<file path="src/rtl/mandel_pixel_scheduler.sv">
// Row-major pixel scheduler for a single-multiplier Mandelbrot iterator:
// one job in flight, coordinates stepped incrementally, results written out by address.
module mandel_pixel_scheduler #(
  parameter int H_PIX  = 640,
  parameter int V_PIX  = 480,
  parameter int ITER_W = 11,
  parameter int ADDR_W = (H_PIX * V_PIX > 1) ? $clog2(H_PIX * V_PIX) : 1
) (
  input  logic              clk,
  input  logic              reset,
  input  logic              start,
  input  logic [26:0]       x0,
  input  logic [26:0]       y0,
  input  logic [26:0]       dx,
  input  logic [26:0]       dy,
  output logic              busy,
  output logic              done,
  output logic              it_in_val,
  input  logic              it_in_rdy,
  output logic [26:0]       it_c_r,
  output logic [26:0]       it_c_i,
  input  logic              it_out_val,
  output logic              it_out_rdy,
  input  logic [ITER_W-1:0] it_iter_count,
  output logic              pix_we,
  input  logic              pix_rdy,
  output logic [ADDR_W-1:0] pix_addr,
  output logic [ITER_W-1:0] pix_iter,
  output logic [2:0]        dbg_state
);

  // Handshakes: a transfer happens on the rising edge where val and rdy are both high;
  // once raised, val and its data stay unchanged until that transfer.

  localparam int COL_W = (H_PIX > 1) ? $clog2(H_PIX) : 1;
  localparam int ROW_W = (V_PIX > 1) ? $clog2(V_PIX) : 1;
  localparam logic [COL_W-1:0] COL_LAST = COL_W'(H_PIX - 1);
  localparam logic [ROW_W-1:0] ROW_LAST = ROW_W'(V_PIX - 1);

  typedef enum logic [2:0] {
    S_IDLE  = 3'd0,
    S_ISSUE = 3'd1,
    S_WAIT  = 3'd2,
    S_WRITE = 3'd3,
    S_FIN   = 3'd4
  } state_e;

  state_e              state_q, state_d;
  logic [COL_W-1:0]    col_q, col_d;
  logic [ROW_W-1:0]    row_q, row_d;
  logic [ADDR_W-1:0]   addr_q, addr_d;
  logic [26:0]         c_r_q, c_r_d;
  logic [26:0]         c_i_q, c_i_d;
  logic [26:0]         x0_q, x0_d;
  logic [26:0]         dx_q, dx_d;
  logic [26:0]         dy_q, dy_d;
  logic [ITER_W-1:0]   iter_q, iter_d;

  always_ff @(posedge clk or negedge reset) begin
    if (!reset) begin
      state_q <= S_IDLE;
      col_q   <= '0;
      row_q   <= '0;
      addr_q  <= '0;
      c_r_q   <= '0;
      c_i_q   <= '0;
      x0_q    <= '0;
      dx_q    <= '0;
      dy_q    <= '0;
      iter_q  <= '0;
    end else begin
      state_q <= state_d;
      col_q   <= col_d;
      row_q   <= row_d;
      addr_q  <= addr_d;
      c_r_q   <= c_r_d;
      c_i_q   <= c_i_d;
      x0_q    <= x0_d;
      dx_q    <= dx_d;
      dy_q    <= dy_d;
      iter_q  <= iter_d;
    end
  end

  always_comb begin
    state_d = state_q;
    col_d   = col_q;
    row_d   = row_q;
    addr_d  = addr_q;
    c_r_d   = c_r_q;
    c_i_d   = c_i_q;
    x0_d    = x0_q;
    dx_d    = dx_q;
    dy_d    = dy_q;
    iter_d  = iter_q;
    case (state_q)
      S_IDLE: begin
        if (start) begin
          x0_d    = x0;
          dx_d    = dx;
          dy_d    = dy;
          c_r_d   = x0;
          c_i_d   = y0;
          col_d   = '0;
          row_d   = '0;
          addr_d  = '0;
          state_d = S_ISSUE;
        end
      end
      S_ISSUE: begin
        if (it_in_rdy) state_d = S_WAIT;
      end
      S_WAIT: begin
        if (it_out_val) begin
          iter_d  = it_iter_count;
          state_d = S_WRITE;
        end
      end
      S_WRITE: begin
        if (pix_rdy) begin
          addr_d = addr_q + ADDR_W'(1);
          // Last-pixel test first so 1-wide or 1-tall frames still terminate.
          if (col_q == COL_LAST && row_q == ROW_LAST) begin
            state_d = S_FIN;
          end else if (col_q == COL_LAST) begin
            col_d   = '0;
            row_d   = row_q + ROW_W'(1);
            c_r_d   = x0_q;
            c_i_d   = c_i_q + dy_q;
            state_d = S_ISSUE;
          end else begin
            col_d   = col_q + COL_W'(1);
            c_r_d   = c_r_q + dx_q;
            state_d = S_ISSUE;
          end
        end
      end
      S_FIN:   state_d = S_IDLE;
      default: state_d = S_IDLE;
    endcase
  end

  assign busy       = (state_q == S_ISSUE) || (state_q == S_WAIT) || (state_q == S_WRITE);
  assign done       = (state_q == S_FIN);
  assign it_in_val  = (state_q == S_ISSUE);
  assign it_out_rdy = (state_q == S_WAIT);
  assign pix_we     = (state_q == S_WRITE);
  assign it_c_r     = c_r_q;
  assign it_c_i     = c_i_q;
  assign pix_addr   = addr_q;
  assign pix_iter   = iter_q;
  assign dbg_state  = state_q;

endmodule

</file>
<file path="config.mk">
export PLATFORM = sky130hd
export DESIGN_NAME = mandel_pixel_scheduler
export DESIGN_NICKNAME = d
export VERILOG_FILES = /design/src/rtl/mandel_pixel_scheduler.sv
export SDC_FILE = /design/constraint.sdc
export NUM_CORES = 1
export LEC_CHECK = 0
export ABC_CLOCK_PERIOD_IN_PS = 3270
export BUFFER_PORTS_ARGS = -buffer_cell sky130_fd_sc_hd__clkbuf_2
export CAP_MARGIN = 20
export CORE_ASPECT_RATIO = 0.5
export CORE_UTILIZATION = 56
export CTS_CLUSTER_SIZE = 40
export DETAILED_ROUTE_END_ITERATION = 7
export HOLD_SLACK_MARGIN = 0.1
export MAX_ROUTING_LAYER = met4
export PLACE_DENSITY = 0.87
export SYNTH_ARGS = -nofsm -noshare
export SYNTH_HDL_FRONTEND = slang
export SYNTH_SLANG_ARGS = --single-unit
</file>
<file path="constraint.sdc">
create_clock -name clk -period 3.27 [get_ports clk]
set_clock_uncertainty 0.15 [all_clocks]
set_input_delay 0.4905 -clock clk [delete_from_list [all_inputs] [get_ports clk]]
set_output_delay 0.4905 -clock clk [all_outputs]
set_load 0.01 [all_outputs]
</file>
# Word-level counts from Yosys, hierarchy flattened
# Index checks and enable logic that the tools add are counted.
# op_classes
n_addsub	5
eq_ne	12
muxes	29
n_reduce_logical	11
# op_table
cell	count
2-to-1 mux 27 bit	8
case mux 27 bit (2 select lines)	2
adder 27 bit	2
2-to-1 mux 10 bit	4
2-to-1 mux 19 bit	2
case mux 19 bit (2 select lines)	1
2-to-1 mux 9 bit	4
case mux 10 bit (2 select lines)	1
adder 19 x 1 -> 19 bit, second input constant	1
case mux 9 bit (2 select lines)	1
2-to-1 mux 3 bit	5
case mux 3 bit (4 select lines)	1
adder 10 x 1 -> 10 bit, second input constant	1
equality test 10 bit, second input constant	1
adder 9 x 1 -> 9 bit, second input constant	1
equality test 9 bit, second input constant	1
AND reduction 4 bit	2
equality test 3 x 2 -> 1 bit, second input constant	2
!= test 2 x 1 -> 1 bit, second input constant	3
!= test 2 bit, second input constant	3
AND reduction 5 bit	1
AND reduction 2 bit	2
equality test 3 x 1 -> 1 bit, second input constant	1
equality test 3 bit, second input constant	1
5 further kinds	6
# totals
reg_bits	187
inputBits	125
output_inout_bits	92
elab_cells	67

# Logic depth before layout (Yosys ltp)
# logic_depth
depth_word	5
mapped_depth	12
ltp_nobuf	12

# Worst setup path after synthesis
# No wires, ideal clock.
# synth_timing
path_type	register to register
startpoint	register c_i_q[0], in the netlist it_c_i[0]
endpoint	register c_i_q[26], in the netlist it_c_i[26]
setup_time_ns	0.123
arrival_time_ns	2.399
t_required_ns	2.997
slack_ns	0.598
path_stages_with_launch	13
n_path_buf	0
period_less_slack_ns	2.672
path_cell_list	dfrtp_1 ha_1 inv_1 fa_1 nor2b_1 o21ai_0 a21boi_1 o21ai_1 o21ai_1 a31oi_1 nor3_1 nand3_1 nor3b_1
# synth_via
elab_chain_cells	5
# synth_rtl
item	line_no	source
from (decl)	53	logic [26:0] c_i_q, c_i_d;
from (signal assigned)	77	c_i_q <= c_i_d;
adder 27 bit	129	c_i_d = c_i_q + dy_q;
2-to-1 mux 27 bit	125	end else if (col_q == COL_LAST) begin
2-to-1 mux 27 bit	123	if (col_q == COL_LAST && row_q == ROW_LAST) begin
2-to-1 mux 27 bit	120	if (pix_rdy) begin
case mux 27 bit (2 select lines)	96	case (state_q)
# Every way passes these cells. The select of a mux whose other input is x is not followed.
# A chain may end at the register's enable or synchronous reset.

# Worst setup path in the final report
# layout_timing
startpoint	register c_i_q[0], in the netlist it_c_i[0]
endpoint	register c_i_q[22], in the netlist it_c_i[22]
# The elaborated chain is that of the path after synthesis.

==> summary.md <==
| Metric | Value |
|---|---|
| Total GRT Usage | `0.305` |
| Top-Level Pins | `217` |
| Detailed-route via count | `9,473` |
| Routed WL | `28,200 um` |
| Clock Sinks | `187` |
| Final WS setup | `0.312 ns` |
| NetSw | `6.52 mW` |
| Critical-path top delay cell | `dfrtp_1` |
| Final period utilization | `0.905` |
| Share of cells above drive strength 1 | `0.279` |
| Core ar. | `0.0186 sq mm` |
| Relative slew margins | `0.445` |
| First-pass GRT wire length | `46,200 um` |
| Starting Density | `0.579` |
| Placed Cells | `1,567` |
| Ys flop type | `dfrtp_1` |
| DIE HEIGHT | `100 um` |
| Cell Area, Synth | `0.0108 sq mm` |
| Initial DRC count | `568` |
| Post-synth EDFFs | `0` |
| Dpl ws | `0.229 ns` |
| Drt drc | `0` |
| Top delay family on crit path | `compound AO/OA/AOI/OAI gates` |
| Routed wire per std cell | `17.6 um` |
| Std cell rows | `35` |
| WS Path Type | `flip-flop to flip-flop` |
| Unique masters post-synth | `70` |
| Peak supply drop | `0.511 mV` |
| Reg power frac | `0.275` |
| Register area share after synthesis | `0.434` |
| Number of global-route vias before repair | `9,429` |
| Via density per instance | `5.92` |
| Crit-path cells | `ha_1 > inv_1 > fa_1 > nor2b_1 > o21ai_0 > a21boi_1 > o21ai_1 > o21ai_2 > a31oi_1 > o21bai_1 > xor2_1 > a2bb2oi_1` |
| Initial antenna violation count | `0` |
| Root Driver | `clkbuf_16` |
| RSZ-0062 raised after global routing | `false` |
| Post-Synthesis Cells | `1,125` |
| Fmax | `338 MHz` |
| Most frequent cells in the layout | `clkbuf_2, dfrtp_1, nand2_1, a21oi_1, nor2_1` |
| CTS tree | `yes` |
| Post-Synthesis Mean Instance Area | `9.58 sq um` |
| Combinational share of power | `0.581` |
| Critical Path Start Type | `flip-flop` |
| Min Clock Period, post-route | `2.96 ns` |
| Syn_nets | `1,307` |
| Antenna fix cells | `0` |
| #FFs+latches synth | `187` |
| Finished Core Util | `0.685` |
| Pwr Density | `1150 mW/mm^2` |
| GRT Residual Overflow | `0` |
| Status | `finished, final reports clean` |
| Worst Hold Class | `input pin to flip-flop` |
| Synthesis Warnings | `0` |
| Critical path data required time | `3.46 ns` |
| Largest net degree at the start of global routing | `81` |
| Clock Latency Late Sink | `0.45 ns` |
| Drt first pass iters | `5` |
| Switching share of power | `0.446` |
| Max_cap viols | `0` |
| CTS max path bufs | `2` |
| Worst slew pin tran | `0.832 ns` |
| Fin cells | `1,599` |
| Final Power | `14.6 mW` |
| Setup TNS | `0 ns` |
| Antenna viol nets, final | `0` |
| Max Slew Vio Count | `0` |
| Slowest stage delay, CP | `0.40 ns` |
| Crit path buffers/inverters | `1` |
| Clock share of power | `0.143` |
| CTS HTree Levels | `4` |
| Area Growth Syn to Fin | `18.4%` |
| Crit path capture type | `flip-flop` |
| Port Buffers | `216` |
| CTS buffer count | `17` |
| Critical path peak fanout | `4` |
| Clock-pin transition on the worst setup and hold timing paths | `0.07 ns` |
| Setup violations, final | `0` |
| Nets | `1,510` |
| Leak | `5.92 nW` |
| Hold Vio Cnt, Final | `0` |
| Full die area | `0.0198 sq mm` |
| Gp weighted congestion | `0.963` |
| Most common cell after layout, fill and taps aside | `clkbuf_2` |
| Final HPWL DP | `20,800 um` |
| Die X | `198 um` |
| Worst EP arrival | `3.14 ns` |
| Asr flop ratio synth | `1.00` |
| Int Power | `8.11 mW` |
## repair_timing
action	CTS	global route
hold buffers	1	0
buffers inserted	0	0
endpoints found under the setup margin	0	1
gates resized for setup	0	2
hold endpoints to repair	76	0
## layout make-up
type                    count  area [sq um]
clock buffers              19           443
clock inverters            12           140
fillers                  1444          5860
inverters                  19          71.3
multi-input cells         865          5830
flip-flops and latches    187          4680
well taps                 259           324
repair buffers            238          1270
## metal layers
metal	share of wire	GRT usage	wire length, um	vias up
met2	0.47	0.486	13300	355
li1	-	-	-	4480
met1	0.45	0.392	12600	4582
met3	0.062	0.0568	1750	56
met4	0.020	0.106	554	0
met5	0	-	0	-
## logic make-up (layout without fill, tap and decap cells)
kind of cell | Yosys count | in the layout | share of synthesized area
AOI/OAI and AO/OA | 298 | 298 | 0.170
xor gates and xnor gates | 64 | 64 | 0.0520
adders and majority gates | 57 | 57 | 0.0676
buffers and inverters | 73 | 288 | 0.0272
DFF | 187 | 187 | 0.434
muxes | 92 | 92 | 0.0959
and+or+nand+nor | 354 | 354 | 0.152
## worst paths after layout
path | startpoint | endpoint | slack, ns | cells after the start
max in group asynchronous | reset | dx_q[19] | 1.67 | 3
worst max-delay path | it_c_i[0] | it_c_i[22] | 0.31 | 12
worst min-delay path | dx[11] | dx_q[11] | 0.11 | 2
worst max register to register | it_c_i[0] | it_c_i[22] | 0.31 | 12
worst min register to register | x0_q[18] | it_c_r[18] | 0.36 | 2
min in group asynchronous | reset | pix_iter[5] | 0.48 | 2
## cells in the mapped netlist (4+ instances only)
master    number  area [sq um]
o21bai_1       9          67.6
inv_1         17          63.8
nand3_1       46           230
nand2_1      108           405
nor3b_1        4          30.0
xor2_1        26           228
a211oi_1      11          82.6
buf_1          4          15.0
ha_1          55           688
and3_1        18           113
dfrtp_1      187          4680
xnor2_1       38           333
o31ai_1        5          37.5
nand4_1       11          68.8
o211ai_1      12          90.1
buf_2         12          60.1
nor2_1        92           345
o311ai_0       4          35.0
nor2b_1        5          31.3
o21a_1         4          30.0
nand2b_1       6          37.5
mux2_2        90          1010
and2_1         7          43.8
a21boi_1       4          30.0
a21oi_1       93           465
clkbuf_1      37           139
o21ai_1       25           125
or3_1          5          31.3
o21ai_0       59           295
a21o_1        21           158
nor3_1        39           195
a31oi_1       17           106
## stage by stage
stage | instance area, sq um | hold WS, ns
finish | 12800 | 0.112
global route | 12800 | 0.109
floorplan | 10800 | 0.0449
CTS | 12700 | 0.104
detailed placement | 12200 | 0.341
global placement | 12200 | 0.329
## power groups by stage
| stage | sequential, mW | clock (mW) | combinational, mW |
|---|---|---|---|
| 6_report | 4.03 | 2.10 | 8.51 |
| 5_1_grt | 4.15 | 2.21 | 9.37 |
| 4_1_cts | 4.02 | 2.12 | 8.41 |
| 3_5_place_dp | 4.06 | 0 | 8.32 |
| 3_3_place_gp | 3.99 | 0 | 8.05 |
| 2_1_floorplan | 4.00 | 0 | 6.13 |
## state kept, by name, indices dropped and copies added (netlist names)
| name | cells |
|---|---|
| dbg_state | 3 |
| row_q | 9 |
| it_c_r | 27 |
| pix_addr | 19 |
| dy_q | 27 |
| it_c_i | 27 |
| x0_q | 27 |
| col_q | 10 |
| pix_iter | 11 |
| dx_q | 27 |
Power figures use the tool's default switching activity.
